`src/rtl/load_unit_pkg.sv`:
```
// Shared encodings for the load alignment unit: access sizes, FSM states
// and a small helper that turns a size code into a byte count.
package load_unit_pkg;

    typedef enum logic [1:0] {
        SZ_BYTE  = 2'd0,
        SZ_HALF  = 2'd1,
        SZ_WORD  = 2'd2,
        SZ_DWORD = 2'd3
    } size_e;

    typedef enum logic [2:0] {
        IDLE   = 3'd0,
        ISSUE0 = 3'd1,
        WAIT0  = 3'd2,
        ISSUE1 = 3'd3,
        WAIT1  = 3'd4,
        DONE   = 3'd5
    } state_e;

    // Byte count of an access: 1, 2, 4 or 8.
    function automatic logic [3:0] size_bytes(input logic [1:0] size);
        return 4'd1 << size;
    endfunction

endpackage

```
`src/rtl/load_extend.sv`:
```
// Combinational field extraction: shifts the two-word window {w1,w0} right
// by the byte offset, keeps the addressed field and sign- or zero-extends it
// to the full word width.
module load_extend
    import load_unit_pkg::*;
#(
    parameter int DATA_W = 32,
    parameter int OFF_W  = $clog2(DATA_W / 8)
) (
    input  logic [2*DATA_W-1:0] merged,
    input  logic [OFF_W-1:0]    off,
    input  logic [1:0]          size,
    input  logic                sgn,
    output logic [DATA_W-1:0]   data
);

    logic [DATA_W-1:0] field;
    logic              top;
    int                nbits;

    // Align the field to bit 0, then overwrite everything above it with the fill bit.
    always_comb begin
        field = DATA_W'(merged >> {off, 3'b000});
        nbits = 8 << size;
        case (size)
            SZ_BYTE: top = field[7];
            SZ_HALF: top = field[15];
            SZ_WORD: top = field[31];
            default: top = field[DATA_W-1];
        endcase
        data = field;
        for (int i = 0; i < DATA_W; i++) begin
            if (i >= nbits) begin
                data[i] = sgn & top;
            end
        end
    end

endmodule

```
`src/rtl/load_align_unit.sv`:
```
// Sequential load aligner. Accepts a byte-addressed load, performs one or two
// aligned word reads, merges them and returns the extended field.
//
// Handshakes: a transfer happens on a rising edge where valid && ready are
// both high. The producer holds valid and its payload stable until that edge;
// ready never depends combinationally on the other side's valid. req_ready is
// high only in IDLE; resp_valid is high only in DONE, where resp_data and
// resp_err stay fixed until resp_ready is seen.
module load_align_unit
    import load_unit_pkg::*;
#(
    parameter int DATA_W           = 32,
    parameter int ADDR_W           = 32,
    parameter int MEM_LATENCY      = 1,
    parameter int ALLOW_MISALIGNED = 1
) (
    input  logic              clk,
    input  logic              reset,
    input  logic              req_valid,
    output logic              req_ready,
    input  logic [ADDR_W-1:0] req_addr,
    input  logic [1:0]        req_size,
    input  logic              req_signed,
    output logic              mem_rd,
    output logic [ADDR_W-1:0] mem_addr,
    input  logic [DATA_W-1:0] mem_rdata,
    output logic              resp_valid,
    input  logic              resp_ready,
    output logic [DATA_W-1:0] resp_data,
    output logic              resp_err,
    output state_e            fsm_state
);

    localparam int NB    = DATA_W / 8;
    localparam int OFF_W = $clog2(NB);
    localparam int CNT_W = $clog2(MEM_LATENCY + 1);

    localparam logic [CNT_W-1:0]  CNT_LOAD = CNT_W'(MEM_LATENCY);
    localparam logic [4:0]        NB_5     = 5'(NB);
    localparam logic [ADDR_W-1:0] NB_A     = ADDR_W'(NB);

    state_e            state;
    state_e            state_n;
    logic [ADDR_W-1:0] addr_q;
    logic [1:0]        size_q;
    logic              sgn_q;
    logic              straddle_q;
    logic              err_q;
    logic [CNT_W-1:0]  cnt;
    logic [DATA_W-1:0] w0;
    logic [DATA_W-1:0] w1;
    logic [DATA_W-1:0] ext_data;

    logic [4:0]        span;
    logic              size_ok;
    logic              straddle_in;
    logic              err_in;
    logic              accept;
    logic              last_beat;
    logic [ADDR_W-1:0] base;

    // Classify the incoming request: does it cross a word, and is it legal here.
    always_comb begin
        span        = 5'(req_addr[OFF_W-1:0]) + 5'(size_bytes(req_size));
        straddle_in = span > NB_5;
        size_ok     = (req_size != SZ_DWORD) || (DATA_W == 64);
        err_in      = !size_ok || (straddle_in && (ALLOW_MISALIGNED == 0));
    end

    assign accept    = req_valid && (state == IDLE);
    assign last_beat = (cnt == CNT_W'(1));
    assign base      = {addr_q[ADDR_W-1:OFF_W], OFF_W'(0)};

    // State register.
    always_ff @(posedge clk or negedge reset) begin
        if (!reset) begin
            state <= IDLE;
        end else begin
            state <= state_n;
        end
    end

    // Next-state and state-decoded handshake/memory strobes.
    always_comb begin
        state_n    = state;
        req_ready  = 1'b0;
        mem_rd     = 1'b0;
        mem_addr   = '0;
        resp_valid = 1'b0;
        case (state)
            IDLE: begin
                req_ready = 1'b1;
                if (req_valid) begin
                    state_n = err_in ? DONE : ISSUE0;
                end
            end
            ISSUE0: begin
                mem_rd   = 1'b1;
                mem_addr = base;
                state_n  = WAIT0;
            end
            WAIT0: begin
                if (last_beat) begin
                    state_n = straddle_q ? ISSUE1 : DONE;
                end
            end
            ISSUE1: begin
                mem_rd   = 1'b1;
                mem_addr = base + NB_A;
                state_n  = WAIT1;
            end
            WAIT1: begin
                if (last_beat) begin
                    state_n = DONE;
                end
            end
            DONE: begin
                resp_valid = 1'b1;
                if (resp_ready) begin
                    state_n = IDLE;
                end
            end
            default: state_n = IDLE;
        endcase
    end

    // Request latch, read-latency counter and captured memory words.
    always_ff @(posedge clk or negedge reset) begin
        if (!reset) begin
            addr_q     <= '0;
            size_q     <= '0;
            sgn_q      <= 1'b0;
            straddle_q <= 1'b0;
            err_q      <= 1'b0;
            cnt        <= '0;
            w0         <= '0;
            w1         <= '0;
        end else begin
            if (accept) begin
                addr_q     <= req_addr;
                size_q     <= req_size;
                sgn_q      <= req_signed;
                straddle_q <= straddle_in;
                err_q      <= err_in;
                w0         <= '0;
                w1         <= '0;
            end
            case (state)
                ISSUE0, ISSUE1: cnt <= CNT_LOAD;
                WAIT0: begin
                    cnt <= cnt - CNT_W'(1);
                    if (last_beat) begin
                        w0 <= mem_rdata;
                    end
                end
                WAIT1: begin
                    cnt <= cnt - CNT_W'(1);
                    if (last_beat) begin
                        w1 <= mem_rdata;
                    end
                end
                default: cnt <= cnt;
            endcase
        end
    end

    load_extend #(
        .DATA_W (DATA_W),
        .OFF_W  (OFF_W)
    ) u_extend (
        .merged ({w1, w0}),
        .off    (addr_q[OFF_W-1:0]),
        .size   (size_q),
        .sgn    (sgn_q),
        .data   (ext_data)
    );

    // Response is only driven while it is being offered; errors return zero.
    assign resp_data = (resp_valid && !err_q) ? ext_data : '0;
    assign resp_err  = resp_valid && err_q;
    assign fsm_state = state;

endmodule

```
`config.mk`:
```
export PLATFORM = sky130hd
export DESIGN_NAME = load_align_unit
export DESIGN_NICKNAME = d
export VERILOG_FILES = /design/src/rtl/load_unit_pkg.sv /design/src/rtl/load_extend.sv /design/src/rtl/load_align_unit.sv
export SDC_FILE = /design/constraint.sdc
export NUM_CORES = 1
export LEC_CHECK = 0
export CAP_MARGIN = 20
export CORE_MARGIN = 1.5
export CORE_UTILIZATION = 55
export DETAILED_ROUTE_END_ITERATION = 16
export PLACE_DENSITY = 0.95
export SLEW_MARGIN = 20
export SYNTH_ARGS = -nofsm -noshare
export SYNTH_HDL_FRONTEND = slang
export SYNTH_HIERARCHICAL = 1
export SYNTH_SLANG_ARGS = --single-unit
```
`constraint.sdc`:
```
create_clock -name clk -period 4.7 [get_ports clk]
set_input_delay 0.94 -clock clk [delete_from_list [all_inputs] [get_ports clk]]
set_output_delay 0.94 -clock clk [all_outputs]
set_load 0.005 [all_outputs]
```
=== After elaboration in Yosys (flattened, before gate mapping) ===
Cells that the tools add are included.

* Bits in registers: 105
* Bits of input ports: 71
* Word-level logic and storage cells: 123

* Add/sub/neg operators: 3
* $lt $le $gt $ge: 33
* Equal/unequal tests: 11
* Shifts and indexed selects: 3
* Multiplexer cells: 52
* Bitwise logic cells: 1
* Reductions and logical operators: 11

{| class="wikitable"
|+ Operator list
! operator !! count
|-
| greater-or-equal comparator 6 x 32 -> 1 bit (first input constant) || 16
|-
| greater-or-equal comparator 5 x 32 -> 1 bit (first input constant) || 8
|-
| two-way mux 32 bit || 7
|-
| greater-or-equal comparator 4 x 32 -> 1 bit (first input constant) || 4
|-
| greater-or-equal comparator 3 x 32 -> 1 bit (first input constant) || 2
|-
| one-hot mux 32 bit (2 select lines) || 1
|-
| right shift 64 x 5 -> 32 bit || 1
|-
| two-way mux 1 bit || 35
|-
| adder 32 x 3 -> 32 bit (second input constant) || 1
|-
| greater-or-equal comparator 1 x 32 -> 1 bit (first input constant) || 1
|-
| greater-or-equal comparator 2 x 32 -> 1 bit (first input constant) || 1
|-
| left shift 4 x 2 -> 32 bit (first input constant) || 1
|-
| two-way mux 3 bit || 6
|-
| one-hot mux 3 bit (6 select lines) || 1
|-
| != test 2 bit (second input constant) || 5
|-
| equality test 3 x 2 -> 1 bit (second input constant) || 2
|-
| equality test 3 bit (second input constant) || 2
|-
| adder 2 x 4 -> 5 bit || 1
|-
| greater-than comparator 5 x 3 -> 1 bit (second input constant) || 1
|-
| one-hot mux 1 bit (2 select lines) || 2
|-
| AND reduction 4 bit || 1
|-
| OR reduction 2 bit || 2
|-
| left shift 1 x 2 -> 4 bit (first input constant) || 1
|-
| equality test 3 x 1 -> 1 bit (second input constant) || 1
|-
| other kinds (8) || 11
|}

=== Longest topological paths before layout ===
Gate-level depths: netlist (run 1).

* Word-level depth: 5
* Mapped depth: 8

=== Modules after synthesis ===
The synthesis (run 1) kept the hierarchy.

{| class="wikitable"
|+ Modules (own cells, without submodules)
! module !! instances !! cells each !! area each (µm²)
|-
| load_align_unit || 1 || 593 || 5,207.5
|-
| load_extend || 1 || 120 || 918.4
|}

=== Least setup slack after synthesis (run 1) ===
Ideal clock, no wire load.

* Path kind: flip-flop to output port
* Start: register addr_q[2]
* End: output mem_addr[24]
* Data arrival time: 2,008 ps
* Slack: 1,752 ps
* Stages on the path, launching flop included: 7
* Path through: dfrtp_1 -> ha_1 -> and4_4 -> or4b_1 -> buf_2 -> or4_1 -> a21oi_1

* Longest elaborated chain between the ends: 2

{| class="wikitable"
|+ RTL lines
! item !! RTL line !! RTL
|-
| start: declaration || load_align_unit.sv:44 || <nowiki>logic [ADDR_W-1:0] addr_q;</nowiki>
|-
| start signal: assignment || load_align_unit.sv:140 || <nowiki>addr_q <= req_addr;</nowiki>
|-
| adder 32 x 3 -> 32 bit || load_align_unit.sv:109 || <nowiki>mem_addr = base + NB_A;</nowiki>
|-
| one-hot mux 32 bit (2 select lines) || load_align_unit.sv:90 || <nowiki>case (state)</nowiki>
|-
| end: declaration || load_align_unit.sv:25 || <nowiki>output logic [ADDR_W-1:0] mem_addr,</nowiki>
|}

Every way passes these cells.

=== Final worst setup path (run 1) ===
* Start: register addr_q[0]
* End: output resp_data[21]

* Longest elaborated chain between the ends: 5

{| class="wikitable"
|+ RTL lines
! item !! RTL line !! RTL
|-
| right shift 64 x 5 -> 32 bit (*) || load_extend.sv:23 || <nowiki>field = DATA_W'(merged >> {off, 3'b000});</nowiki>
|-
| one-hot mux 1 bit (2 select lines) || load_extend.sv:25 || <nowiki>case (size)</nowiki>
|-
| AND 1 bit || load_extend.sv:34 || <nowiki>data[i] = sgn & top;</nowiki>
|-
| two-way mux 1 bit (*) || load_extend.sv:33 || <nowiki>if (i >= nbits) begin</nowiki>
|-
| named net ext_data[21] || load_align_unit.sv:52 || <nowiki>logic [DATA_W-1:0] ext_data;</nowiki>
|-
| two-way mux 32 bit (*) || load_align_unit.sv:179 || <nowiki>assign resp_data = (resp_valid && !err_q) ? ext_data : '0;</nowiki>
|-
| end: declaration || load_align_unit.sv:29 || <nowiki>output logic [DATA_W-1:0] resp_data,</nowiki>
|}

The timed path passes the listed nets; every way through them passes the cells marked *.

==> results of run 1 <==
==> flip-flops by register name (all words and copies together), names as in the netlist <==
| name | cells |
|---|---|
| addr_q | 32 |
| w1 | 24 |
| w0 | 32 |
| straddle_q | 1 |
| err_q | 1 |
| cnt | 1 |
| size_q | 2 |
| sgn_q | 1 |
| fsm_state | 3 |
==> layout make-up <==
cell class	count	area [um2]
tap	136	170
multi-input combinational	539	3160
sequential	97	2430
timing repair buffer	148	1460
clock buffer	10	138
clock inverter	5	104
fill	714	2830
inverter	10	37.5
==> critical path: stages, from the launching register on <==
cell and delay, ns:
dfrtp_1 1.04, or4b_4 0.29, o211ai_2 0.09, a31oi_4 0.44, o221ai_1 0.26, and2_1 0.19
clkdlybuf4s50_1 0.43
==> through the flow <==
step	cell area [um2]	hold slack, ns	power, uW	std cells
after CTS	7500	0.511	4290	945
after global placement	7260	0.482	3480	930
final	7500	0.517	4340	945
after global routing	7500	0.534	4610	945
after floorplan	5860	0.451	2880	698
after detailed placement	7260	0.486	3620	930
==> cell usage in the layout (no fill, tap or decap), types with 11 or more instances in the layout <==
| master | n |
|---|---|
| mux2i_1 | 38 |
| o221ai_1 | 16 |
| a21oi_1 | 17 |
| mux2_2 | 11 |
| clkdlybuf4s50_1 | 138 |
| nor2_1 | 23 |
| nand2_1 | 191 |
| and2_1 | 35 |
| dfrtp_1 | 96 |
| nand4_1 | 13 |
| o21ai_0 | 65 |
| a22o_1 | 24 |
| nand3_1 | 18 |
==> per-layer routing <==
layer | vias up | global-route usage | part of all wire | wire (um)
met5 | - | 0 | 0 | 0
met4 | 0 | 0.156 | 0.037 | 630
met3 | 55 | 0.0509 | 0.083 | 1420
met2 | 332 | 0.524 | 0.49 | 8480
met1 | 2825 | 0.394 | 0.39 | 6660
li1 | 2634 | - | - | -
==> where the power goes <==
group / internal [uW] / total [uW] / switching (uW)
registers: 1210 / 1720 / 508
logic: 898 / 1950 / 1050
clock network: 365 / 665 / 300
==> worst max-delay path by stage <==
stage                     startpoint  cells after the start            end  slack, ns
after floorplan            addr_q[2]                      6   mem_addr[24]       1.75
after global placement     addr_q[2]                      6   mem_addr[22]       1.20
after detailed placement   addr_q[2]                      6   mem_addr[24]       1.09
after CTS                  addr_q[2]                      6   mem_addr[24]       0.68
after global routing       addr_q[0]                      4  resp_data[21]       0.36
final                      addr_q[0]                      6  resp_data[21]       0.62
==> results.sh, run 1 <==
export IMPL_status="finished, final reports clean"
export IMPL_portBuffers=139
export IMPL_ir_worst_vdd_mv=0.313
export IMPL_syn2layout_area_growth_pct=28.0
export IMPL_drive_gt1_frac=0.0606
export IMPL_rr_endpoint="w1[10]"
export IMPL_worst_endpoint_required_ns=3.76
export IMPL_initial_core_util=0.567
export IMPL_root_buffer="clkbuf_8"
export IMPL_startpoint_type="flip-flop"
export IMPL_viasPerCell=6.19
export IMPL_firstDrtPassIters=5
export IMPL_final_nets=880
export IMPL_min_from="w1[18]"
export IMPL_cts_buffer_depth=2
export IMPL_hold_class="flip-flop to flip-flop"
export IMPL_grt_max_degree=68
export IMPL_reg2reg_slack_ns=2.42
export IMPL_tns_ns=0
export IMPL_drv_cap=0
export IMPL_grt_pass1_wl_mm=28.0
export IMPL_rr_worst_depth=6
export IMPL_cts_tree="yes"
export IMPL_die_area_um2=11300
export IMPL_cts_inserted_buffers=9
export IMPL_place_congestion=0.907
export IMPL_post_cts_buffers=0
export IMPL_postRouteAntennaNets=0
export IMPL_diodes=0
export IMPL_final_core_util=0.726
export IMPL_pre_cts_slack_ns=1.09
export IMPL_worstHoldPathCells=1
export IMPL_design_core_area_um2=10300
export IMPL_postSynthAreaPerCell_um2=8.40
export IMPL_p_leak_uw=0.00319
export IMPL_period_needed_ns=4.08
export IMPL_antenna_found_initial=0
export IMPL_pin_count=142
export IMPL_final_max_slew_viol_count=0
export IMPL_critPathArrivalTime_ns=3.14
export IMPL_clock_skew_ns=0.0124
export IMPL_setup_violations=0
export IMPL_vias=5846
export IMPL_dp_hpwl_mm=12.1
export IMPL_cts_hold_buf=0
export IMPL_fin_crit_sh=0.867
export IMPL_crit_type="flip-flop to primary output"
export IMPL_fmax_mhz=245
export IMPL_setup_slack_ns=0.624
export IMPL_die_width_um=106
export IMPL_row_count=37
export IMPL_clock_latency_ns=0.38
export IMPL_cp_end_kind="primary output"
export IMPL_wl_mm=17.2
export IMPL_grt_usage=0.313
export IMPL_cts_clk_slew_worst_paths_ns=0.09
export IMPL_hold_end="w1[18]"
export IMPL_die_h_um=106
export IMPL_timing_rr_start="fsm_state[1]"
export IMPL_netlist_area_um2=5860
export IMPL_relSlewSlack=0.310
export IMPL_drc=0
export IMPL_cts_sinks=97
export IMPL_hold_viol=0
export IMPL_htree_levels=3
export IMPL_wl_per_cell_um=18.2
export IMPL_cts_resized=0
export IMPL_grt_pass1_vias=5733
export IMPL_tightest_slew_ns=1.03
export IMPL_synthCells=697
export IMPL_power_density_nw_per_um2=578
export IMPL_yosys_warnings=6
export IMPL_drtIter0Drc=541
export IMPL_grt_overflow=0
export IMPL_worst_path_max_fanout=38
export IMPL_rsz0062_at_grt="no"
No activity file was read; power rests on OpenSTA's default activity.
==> run 2, diff against run 1 <==
- SLEW_MARGIN: 20 -> 25
==> results.sh, run 2 (synthesized netlist as in run 1, its figures left out) <==
export IMPL_critPathArrivalTime_ns=3.09
export IMPL_final_max_slew_viol_count=0
export IMPL_fin_crit_sh=0.858
export IMPL_fmax_mhz=248
export IMPL_slowest_delay_ns=0.62
export IMPL_diodes=0
export IMPL_clock_skew_ns=0.0110
export IMPL_cts_inserted_buffers=9
export IMPL_setup_violations=0
export IMPL_firstDrtPassIters=7
export IMPL_row_count=37
export IMPL_postRouteAntennaNets=0
export IMPL_status="finished, final reports clean"
export IMPL_worst_path_max_fanout=11
export IMPL_cp_end_kind="primary output"
export IMPL_syn2layout_area_growth_pct=28.1
export IMPL_initial_core_util=0.567
export IMPL_ir_worst_vdd_mv=0.313
export IMPL_grt_pass1_wl_mm=28.0
export IMPL_htree_levels=3
export IMPL_cts_buffer_depth=2
export IMPL_grt_pass1_vias=5733
export IMPL_final_cell_mix="nand2_1 (191), clkdlybuf4s50_1 (138), dfrtp_1 (95), o21ai_0 (65), mux2i_1 (38)"
export IMPL_tightest_slew_ns=0.844
export IMPL_cp_depth=6
export IMPL_path_buf_inv=1
export IMPL_drv_cap=0
export IMPL_slowest_stage="or4b_1"
export IMPL_grt_max_degree=68
export IMPL_grt_usage=0.313
export IMPL_place_congestion=0.907
export IMPL_whs_ns=0.518
export IMPL_path_cells="ha_1 > and4_4 > or4b_1 > or4_1 > a21oi_1 > clkdlybuf4s50_1"
export IMPL_wl_per_cell_um=18.2
export IMPL_root_buffer="clkbuf_8"
export IMPL_drive_gt1_frac=0.0618
export IMPL_cts_sinks=97
export IMPL_drtIter0Drc=543
export IMPL_post_cts_buffers=0
export IMPL_die_width_um=106
export IMPL_die_area_um2=11300
export IMPL_power_density_nw_per_um2=578
export IMPL_cts_hold_buf=0
export IMPL_startpoint_type="flip-flop"
export IMPL_setup_slack_ns=0.667
export IMPL_cts_resized=0
export IMPL_fillers=713
export IMPL_design_core_area_um2=10300
export IMPL_pin_count=142
export IMPL_tns_ns=0
export IMPL_relSlewSlack=0.437
export IMPL_reg_top3="addr_q: 32 flops, w0: 32 flops, w1: 24 flops"
export IMPL_vias=5885
export IMPL_grt_overflow=0
export IMPL_hold_viol=0
export IMPL_hold_class="flip-flop to flip-flop"
export IMPL_antenna_found_initial=0
export IMPL_die_h_um=106
export IMPL_worstHoldPathCells=2
export IMPL_p_leak_uw=0.00319
export IMPL_worst_endpoint_required_ns=3.76
export IMPL_crit_type="flip-flop to primary output"
export IMPL_dp_hpwl_mm=12.1
export IMPL_cts_clk_slew_worst_paths_ns=0.09
export IMPL_wl_mm=17.2
export IMPL_rr_worst_depth=6
export IMPL_rsz0062_at_grt="no"
export IMPL_clock_latency_ns=0.38
export IMPL_final_common_cell="nand2_1"
export IMPL_pre_cts_slack_ns=1.09
export IMPL_viasPerCell=6.23
export IMPL_crit_family="simple AND/OR/NAND/NOR gates"
export IMPL_drc=0
export IMPL_final_nets=880
export IMPL_portBuffers=139
export IMPL_cts_tree="yes"
export IMPL_period_needed_ns=4.03
## run 2: cell count changes in the layout (fill, tap and decap cells not counted)
cell and delta:
and3_4 +1, dfrtp_2 +1, and3_2 -1, dfrtp_1 -1
## run 2: through the flow
step / total power (uW) / std cells / area [um2] / util
floorplan: 2880 / 698 / 5860 / -
global placement: 3480 / 930 / 7260 / 0.703
detailed placement: 3620 / 930 / 7260 / 0.703
CTS: 4290 / 945 / 7500 / 0.726
global route: 4610 / 945 / 7500 / 0.727
finish: 4340 / 945 / 7500 / 0.727
## run 2: layout make-up
type,instances,area (um2),area share
Multi-Input combinational cell,539,3170,0.422
Sequential cell,97,2430,0.324
Timing Repair Buffer,148,1460,0.194
Tap cell,136,170,0.0227
Clock buffer,10,138,0.0183
Clock inverter,5,104,0.0138
Inverter,10,37.5,0.00500
## run 2: worst paths after layout
kind	from	to	slack [ns]
min	addr_q[31]	addr_q[31]	0.52
max reg2reg	fsm_state[1]	w1[10]	2.41
min reg2reg	addr_q[31]	addr_q[31]	0.52
max in group asynchronous	reset	addr_q[30]	3.12
min in group asynchronous	reset	w1[23]	0.67
max	addr_q[2]	mem_addr[24]	0.67
## run 2: metal layers
metal,routed length (um),share of wire,track usage,up-vias
met2,8540,0.50,0.524,348
met3,1460,0.085,0.0509,53
met1,6600,0.38,0.394,2851
met4,603,0.035,0.156,0
met5,0,0,0,-
li1,-,-,-,2633
## run 2: worst reg2reg max path, cell delays in order (launching register included)
cell and delay (ns):
dfrtp_1 0.49, buf_4 0.25, nor2_1 0.24, and2_1 0.60
nor2_1 0.11, buf_4 0.26, a22o_1 0.23
## run 2: power breakdown
part | total, uW | internal, uW | switching [uW] | leakage (uW)
clock | 666 | 365 | 301 | 0.000122
combinational | 1950 | 898 | 1050 | 0.00182
sequential | 1720 | 1220 | 507 | 0.00125
